[src/rtl/i2c_write_burst.sv]
// i2c_write_burst: I2C master write burst (START, addr+W, up to MAX_BYTES data bytes, STOP), TICK-paced.
// Define I2C_WRITE_BURST_ABORT_ON_NACK_EN to stop the burst at the first NACKed slot.
module i2c_write_burst #(
  parameter int MAX_BYTES = 4,
  parameter int NB_W      = 5
) (
  input  logic                   CLK,
  input  logic                   RESET_N,
  input  logic                   TICK,
  input  logic                   GO,
  input  logic [6:0]             SLAVE_ADDR,
  input  logic [8*MAX_BYTES-1:0] WDATA,
  input  logic [NB_W-1:0]        NBYTES,
  input  logic                   SDAI,
  output logic                   SDAO,
  output logic                   SCLO,
  output logic                   BUSY,
  output logic                   DONE,
  output logic                   NACK,
  output logic [NB_W-1:0]        NACK_IDX
);
  typedef enum logic [3:0] {IDLE, START1, START2, BIT_D, BIT_H, BIT_L, STOP1, STOP2, STOP3, FIN} state_t;
  state_t r_state, w_next;
  logic r_go, r_nack;
  logic [3:0] r_bit;
  logic [NB_W-1:0] r_byte, r_n, r_nack_idx;
  logic [7:0] r_cur;
  logic [8*MAX_BYTES-1:0] r_data;
  logic w_start, w_ack, w_bit, w_last;
  logic [NB_W-1:0] w_nclamp;
  assign w_start  = (r_state == IDLE) && GO && !r_go;
  assign w_ack    = r_bit == 4'd8;
  assign w_bit    = w_ack ? 1'b1 : r_cur[~r_bit[2:0]];
  assign w_nclamp = (NBYTES > NB_W'(MAX_BYTES)) ? NB_W'(MAX_BYTES) : NBYTES;
`ifdef I2C_WRITE_BURST_ABORT_ON_NACK_EN
  assign w_last   = (r_byte == r_n) || r_nack;
`else
  assign w_last   = r_byte == r_n;
`endif
  assign BUSY     = r_state != IDLE;
  assign DONE     = r_state == FIN;
  assign NACK     = r_nack;
  assign NACK_IDX = r_nack_idx;
  always_ff @(posedge CLK or negedge RESET_N)
    if (!RESET_N) r_state <= IDLE;
    else r_state <= w_next;
  always_comb begin
    w_next = r_state;
    SDAO = 1'b1;
    SCLO = 1'b1;
    case (r_state)
      IDLE:   w_next = w_start ? START1 : IDLE;
      START1: begin SDAO = 1'b0; w_next = TICK ? START2 : START1; end
      START2: begin SDAO = 1'b0; SCLO = 1'b0; w_next = TICK ? BIT_D : START2; end
      BIT_D:  begin SDAO = w_bit; SCLO = 1'b0; w_next = TICK ? BIT_H : BIT_D; end
      BIT_H:  begin SDAO = w_bit; w_next = TICK ? BIT_L : BIT_H; end
      BIT_L:  begin SDAO = w_bit; SCLO = 1'b0; w_next = !TICK ? BIT_L : (w_ack && w_last) ? STOP1 : BIT_D; end
      STOP1:  begin SDAO = 1'b0; SCLO = 1'b0; w_next = TICK ? STOP2 : STOP1; end
      STOP2:  begin SDAO = 1'b0; w_next = TICK ? STOP3 : STOP2; end
      STOP3:  w_next = TICK ? FIN : STOP3;
      FIN:    w_next = IDLE;
      default: w_next = IDLE;
    endcase
  end
  // GO history resets high so a GO held through reset is not seen as an edge
  always_ff @(posedge CLK or negedge RESET_N)
    if (!RESET_N) begin
      r_go <= 1'b1;
      r_nack <= 1'b0;
      r_nack_idx <= '0;
      r_bit <= '0;
      r_byte <= '0;
      r_n <= '0;
      r_cur <= '0;
      r_data <= '0;
    end else begin
      r_go <= GO;
      if (w_start) begin
        r_nack <= 1'b0;
        r_nack_idx <= '0;
        r_bit <= '0;
        r_byte <= '0;
        r_n <= w_nclamp;
        r_cur <= {SLAVE_ADDR, 1'b0};
        r_data <= WDATA;
      end else if (TICK && r_state == BIT_H && w_ack && SDAI) begin
        r_nack <= 1'b1;
        if (!r_nack) r_nack_idx <= r_byte;
      end else if (TICK && r_state == BIT_L) begin
        r_bit <= w_ack ? 4'd0 : r_bit + 4'd1;
        if (w_ack) begin
          r_byte <= r_byte + NB_W'(1);
          r_cur <= r_data[8*MAX_BYTES-1 -: 8];
          r_data <= r_data << 8;
        end
      end
    end
endmodule
[config.mk]
export PLATFORM = sky130hd
export DESIGN_NAME = i2c_write_burst
export DESIGN_NICKNAME = d
export VERILOG_FILES = /design/src/rtl/i2c_write_burst.sv
export SDC_FILE = /design/constraint.sdc
export NUM_CORES = 1
export LEC_CHECK = 0
export CAP_MARGIN = 25
export CORE_MARGIN = 2
export CORE_UTILIZATION = 40
export CTS_BUF_LIST = sky130_fd_sc_hd__clkbuf_8
export CTS_CLUSTER_DIAMETER = 30
export DETAILED_ROUTE_END_ITERATION = 12
export HOLD_SLACK_MARGIN = 0.15
export PLACE_DENSITY = 0.65
export RECOVER_POWER = 25
export SYNTH_ARGS = -nofsm -noshare
export SYNTH_HDL_FRONTEND = slang
export SYNTH_SLANG_ARGS = --single-unit
[constraint.sdc]
create_clock -name CLK -period 4.5 [get_ports CLK]
set_input_delay 0.9 -clock CLK [delete_from_list [all_inputs] [get_ports CLK]]
set_output_delay 0.9 -clock CLK [all_outputs]
set_load 0.005 [all_outputs]
=== Yosys cells after proc, flatten, opt, wreduce, memory -nomap -nowiden ===
Index checks and enable logic that the tools add are counted.

* Register bits after elaboration: 65
* Input bits: 49
* Output and inout bits: 10
* Word-level logic and storage cells: 84

* Add/sub/neg operators: 2
* Magnitude comparators: 2
* Eq/ne operators: 13
* Muxes and demuxes: 38
* Bitwise gates (word level): 1
* Reductions and logical operators: 19

{| class="wikitable"
|+ Operator list
! kind !! number
|-
| $mux W32 || 4
|-
| $mux W5 || 8
|-
| $pmux W4 S9 || 1
|-
| $mux W8 || 4
|-
| $mux W4 || 5
|-
| $eq A4 B3 Y1 const B || 4
|-
| $eq A4 B4 Y1 const B || 3
|-
| $mux W1 || 10
|-
| $mux W3 || 3
|-
| $eq A4 B2 Y1 const B || 2
|-
| $reduce_or A4 Y1 || 2
|-
| $logic_and A1 B1 Y1 || 7
|-
| $reduce_bool A2 Y1 || 3
|-
| $add A5 B1 Y5 const B || 1
|-
| $eq A5 B5 Y1 || 1
|-
| $gt A5 B3 Y1 const B || 1
|-
| $add A4 B1 Y4 const B || 1
|-
| $eq A4 B1 Y1 const B || 1
|-
| $logic_not A4 Y1 || 1
|-
| $lt A3 B4 Y1 const B || 1
|-
| $reduce_and A2 Y1 || 2
|-
| $reduce_bool A4 Y1 || 1
|-
| $bmux W1 S3 || 1
|-
| $not A3 Y3 || 1
|-
| 7 further kinds || 7
|}

=== Depth between registers and ports, before layout ===
* Depth after elaboration: 6
* Gate-level depth with buffers: 8
* Gate-level depth less buffers: 6

=== Least setup slack after synthesis ===
OpenSTA, ideal clock, no wires.

* Path kind: input to register
* Start: in TICK
* End: reg r_cur[7]
* Setup time: 0.082 ns
* Arrival: 2.067 ns
* Required time: 4.418 ns
* Slack: 2.351 ns
* Stages on the path: 7
* Buffers on the path: 3
* Path through: buf_2 > nand3b_1 > nor3_1 > buf_2 > buf_2 > nor3_1 > a31oi_1

* Word-level cells in the longest chain between the ends: 5
* Elaborated cells between the ends (all ways): 7
* Classes of those cells: 1 x eq/ne; 6 x reduce/logical

{| class="wikitable"
|+ RTL lines
! item !! RTL line !! source
|-
| from (decl) || 9 || <nowiki>input logic TICK,</nowiki>
|-
| $logic_and A1 B1 Y1 (3 in a row) || 86 || <nowiki>end else if (TICK && r_state == BIT_H && w_ack && SDAI) begin</nowiki>
|-
| $ne A2 B2 Y1 (no source line) || -- ||
|-
| $reduce_and A3 Y1 (no source line) * || -- ||
|-
| to (signal assigned) || 84 || <nowiki>r_cur <= {SLAVE_ADDR, 1'b0};</nowiki>
|-
| to (signal assigned) || 93 || <nowiki>r_cur <= r_data[8*MAX_BYTES-1 -: 8];</nowiki>
|-
| to (decl) || 27 || <nowiki>logic [7:0] r_cur;</nowiki>
|}

Every way passes the cells marked *; elsewhere a longest branch is shown, timed or not.
A chain may end at the register's enable or synchronous reset.

=== Final worst setup path ===
* Start: reg r_state[0]
* End: out SDAO

* Word-level cells in the longest chain between the ends: 3
* Elaborated cells between the ends (all ways): 10
* Classes of those cells: 7 x eq/ne; 1 x mux; 2 x reduce/logical

{| class="wikitable"
|+ RTL lines
! item !! RTL line !! source
|-
| from (decl) || 23 || <nowiki>state_t r_state, w_next;</nowiki>
|-
| from (signal assigned) || 46 || <nowiki>else r_state <= w_next;</nowiki>
|-
| $eq A4 B3 Y1 (tied with other cells) || 51 || <nowiki>case (r_state)</nowiki>
|-
| $reduce_or A4 Y1 (no source line) or $reduce_or A3 Y1 (tied branches) || -- ||
|-
| $pmux W1 S2 * || 51 ||
|-
| to (decl) || 15 || <nowiki>output logic SDAO,</nowiki>
|}

Marks and branches as above.

==> key figures <==
STA
  • Tmin final: 2980 ps
  • Max Freq: 335 MHz
  • Final TNS setup: 0 ps
  • Unrepaired setup endpoints after global routing: false
  • Final Cycle Share: 66.3%
  • Clock skew: 4.27 ps
  • Final hold violations: 0
  • Slew HR: -8.95%
  • Final Setup Violations: 0
  • Measured slew at the worst slew-check pin: 1630 ps
  • Fin. max-slew vios: 31
  • PnR worst setup slack: 1520 ps

Floorplan
  • Initial core utilization: 41.6%
  • Row Count: 32
  • I/O pin count: 59
  • Die width: 94.1 um
  • Core area: 0.00781 mm2
  • DIE HEIGHT: 94.1 um
  • Die ar.: 0.00886 mm2

Yosys
  • Post-Synth Simple-Gate Area: 24.1%
  • Ys async rst share: 100%
  • Post-synthesis sequential area ratio: 50.1%
  • Adder-cell share of the synthesized area: 1.15%
  • Post-synthesis mux area share: 2.96%
  • Post-synth EDFFs: 0
  • Largest family of logic cells by synthesized area: simple AND/OR/NAND/NOR gates
  • Avg Inst Size Synth: 9.37 um2
  • Area of the mapped netlist: 0.00325 mm2
  • Ys flop type: dfrtp_1
  • Post-synthesis cell type count: 43
  • Gate Count Post-Synth: 347
  • Post-synthesis xor/xnor area fraction: 1.08%
  • Yosys reg bits: 65
  • Post-Syn Nets: 399
  • Compound-gate portion of the synthesized area: 13.4%
  • Synthesis Warnings: 0

Setup path
  • Buf/Inv on CP: 1
  • Dominant cell type by count on the critical path: o21ai_0
  • Critical-path cell list: nand2_1 > mux2i_1 > o21ai_0 > o21ai_0 > clkdlybuf4s50_1
  • CP max stage delay: 540 ps
  • Startpoint types: flip-flop
  • Crit path depth: 5
  • Worst Path Arrival: 2080 ps
  • CP Data Required Time: 3600 ps
  • Critical path's slowest cell: dfrtp_1
  • Crit-path max FO: 12
  • Reg2Reg Depth: 5
  • Critical path type: flip-flop to output pin
  • Critical path endpoint category: output pin
  • Crit path max-delay family: flip-flops

CTS
  • Clock sink count: 65
  • CTS resizes: 0
  • H-tree levels: 3
  • Post-CTS setup buffer count: 0
  • CTS tree: built
  • CTS Buf Count: 9
  • Worst-path clk slew: 70 ps
  • CTS root buf: clkbuf_8
  • Skew-Pair Late Insertion Delay: 330 ps
  • Longest Clk Path Bufs: 2
  • Cts hold-fix bufs: 0

Routing
  • TritonRoute pass-1 iters: 4
  • DRC: 0
  • Max Used Layer: met4
  • DR iter-0 viols: 106
  • Via density: 5.25
  • Met2 routed WL: 3.33 mm
  • Wire length on met3: 394 um
  • Total number of vias: 2,643
  • Detail Route Antenna Nets: 0
  • WL/cell: 14.1 um
  • DRT Wirelength: 7.11 mm
  • M1 WL: 3.28 mm

Finish
  • Final net count: 449
  • Storage element area: 0.00163 mm2
  • Layout Area Growth over Synthesis: 23.3%
  • Most common library cell in the layout ignoring fill and taps: nand2_1
  • Area of the multi-input gates: 0.00140 mm2
  • Fillcell total: 758
  • Post-layout util: 51.3%
  • Layout cells sized above 1: 8.23%
  • Design area: 0.00401 mm2
  • Antenna cell count: 0
  • Most frequent cells in the layout: nand2_1 (82), dfrtp_1 (64), clkdlybuf4s50_1 (56)

Placed design
  • Final HPWL DP: 4.97 mm
  • Port-buffer cells: 58
  • Placement Setup Slack: 1340 ps
  • Post-DP Area: 0.00383 mm2
  • Gpl congestion: 0.788

Global routing
  • GRT Total Usage: 17.0%
  • Initial antenna violation count: 0
  • Largest net degree at the start of global routing: 40
  • Vias in the first global route: 2,582
  • Global-route wire length before repair: 11.8 mm
  • Total grt overflow: 0

Outcome
  • Violated checks: capacitance limit, slew limit
  • Outcome: complete, but fails checks

Min path
  • Cell depth of the worst hold path: 2
  • Min-delay worst type: flip-flop to flip-flop

Flow run
  • Max Cap Viol: 1

Power
  • Pwr Density: 527 mW/mm2
  • Peak supply drop: 0.220 mV
  • Static Leak: 1.71 nW
final timing paths:
| kind | from | end | slack, ps |
|---|---|---|---|
| min in group asynchronous | RESET_N | NACK_IDX[2] | 980 |
| worst max register to register | r_state[3] | r_data[22] | 1830 |
| worst min register to register | r_n[0] | r_n[0] | 490 |
| worst max-delay path | r_state[0] | SDAO | 1520 |
| worst min-delay path | r_n[0] | r_n[0] | 490 |
| max in group asynchronous | RESET_N | r_go | 2280 |
flip-flops by register name, indices dropped and copies added (netlist names):
| name | count |
|---|---|
| NACK_IDX | 5 |
| r_byte | 5 |
| r_go | 1 |
| r_state | 4 |
| NACK | 1 |
| r_cur | 8 |
| r_bit | 4 |
| r_data | 32 |
| r_n | 5 |
synthesized netlist by cell type (2+ instances only):
cell       count  share of area, %
nor2b_1        7               1.3
and2_1         2              0.38
o21ai_0       11               1.7
nor3b_1        3              0.69
nand2_1       82               9.5
dfrtp_1       64                49
a21oi_1        3              0.46
nor2_1         9               1.0
a2111oi_0      2              0.54
mux4_2         2               1.4
nand2b_1       4              0.77
ha_1           3               1.2
a22o_1         8               2.2
a31oi_1       33               6.4
inv_1          7              0.81
nand3b_1       2              0.46
xnor2_1        3              0.81
buf_2         15               2.3
o21ai_1        3              0.46
buf_6         11               3.8
nand4_1        2              0.38
nor3_1        37               5.7
nand3_1       11               1.7
mux2i_1        4               1.2
per-layer routing:
metal  vias up  GRT usage [%]
met5         -              0
met3         7           5.94
met4         0           5.19
met1      1251           21.0
li1       1315              -
met2        70           27.9
power by group:
group	switching [W]	total [W]	internal (W)
combinational	0.000325	0.000695	0.000370
sequential	0.000168	0.000969	0.000801
clock	0.000210	0.000449	0.000239
total	0.000703	0.00211	0.00141
cells by family (layout without fill, tap and decap cells):
group | Yosys count | in the layout
compound gates | 67 | 67
xor+xnor | 4 | 4
fa+ha+maj | 3 | 3
buf+inv | 35 | 89
flops | 65 | 65
mux | 7 | 7
simple gates | 166 | 166
worst min-delay path, stage by stage (launching register included):
cell     delay [ps]
dfrtp_1         360
nand2_1          50
nand2_1          50
area by class of cell:
cell class | count | area share, %
Clock buffer | 12 | 4.12
Sequential cell | 65 | 40.6
Inverter | 7 | 0.655
Timing Repair Buffer | 67 | 16.2
Clock inverter | 3 | 0.375
Tap cell | 102 | 3.18
Multi-Input combinational cell | 247 | 34.9
per-stage QoR:
step	hold slack [ps]	instances	total power, W
2_1_floorplan	451	347	0.00148
3_3_place_gp	472	487	0.00165
3_5_place_dp	483	488	0.00168
4_1_cts	497	503	0.00214
5_1_grt	516	503	0.00228
6_report	493	503	0.00211
(Power assumes the default switching activity.)
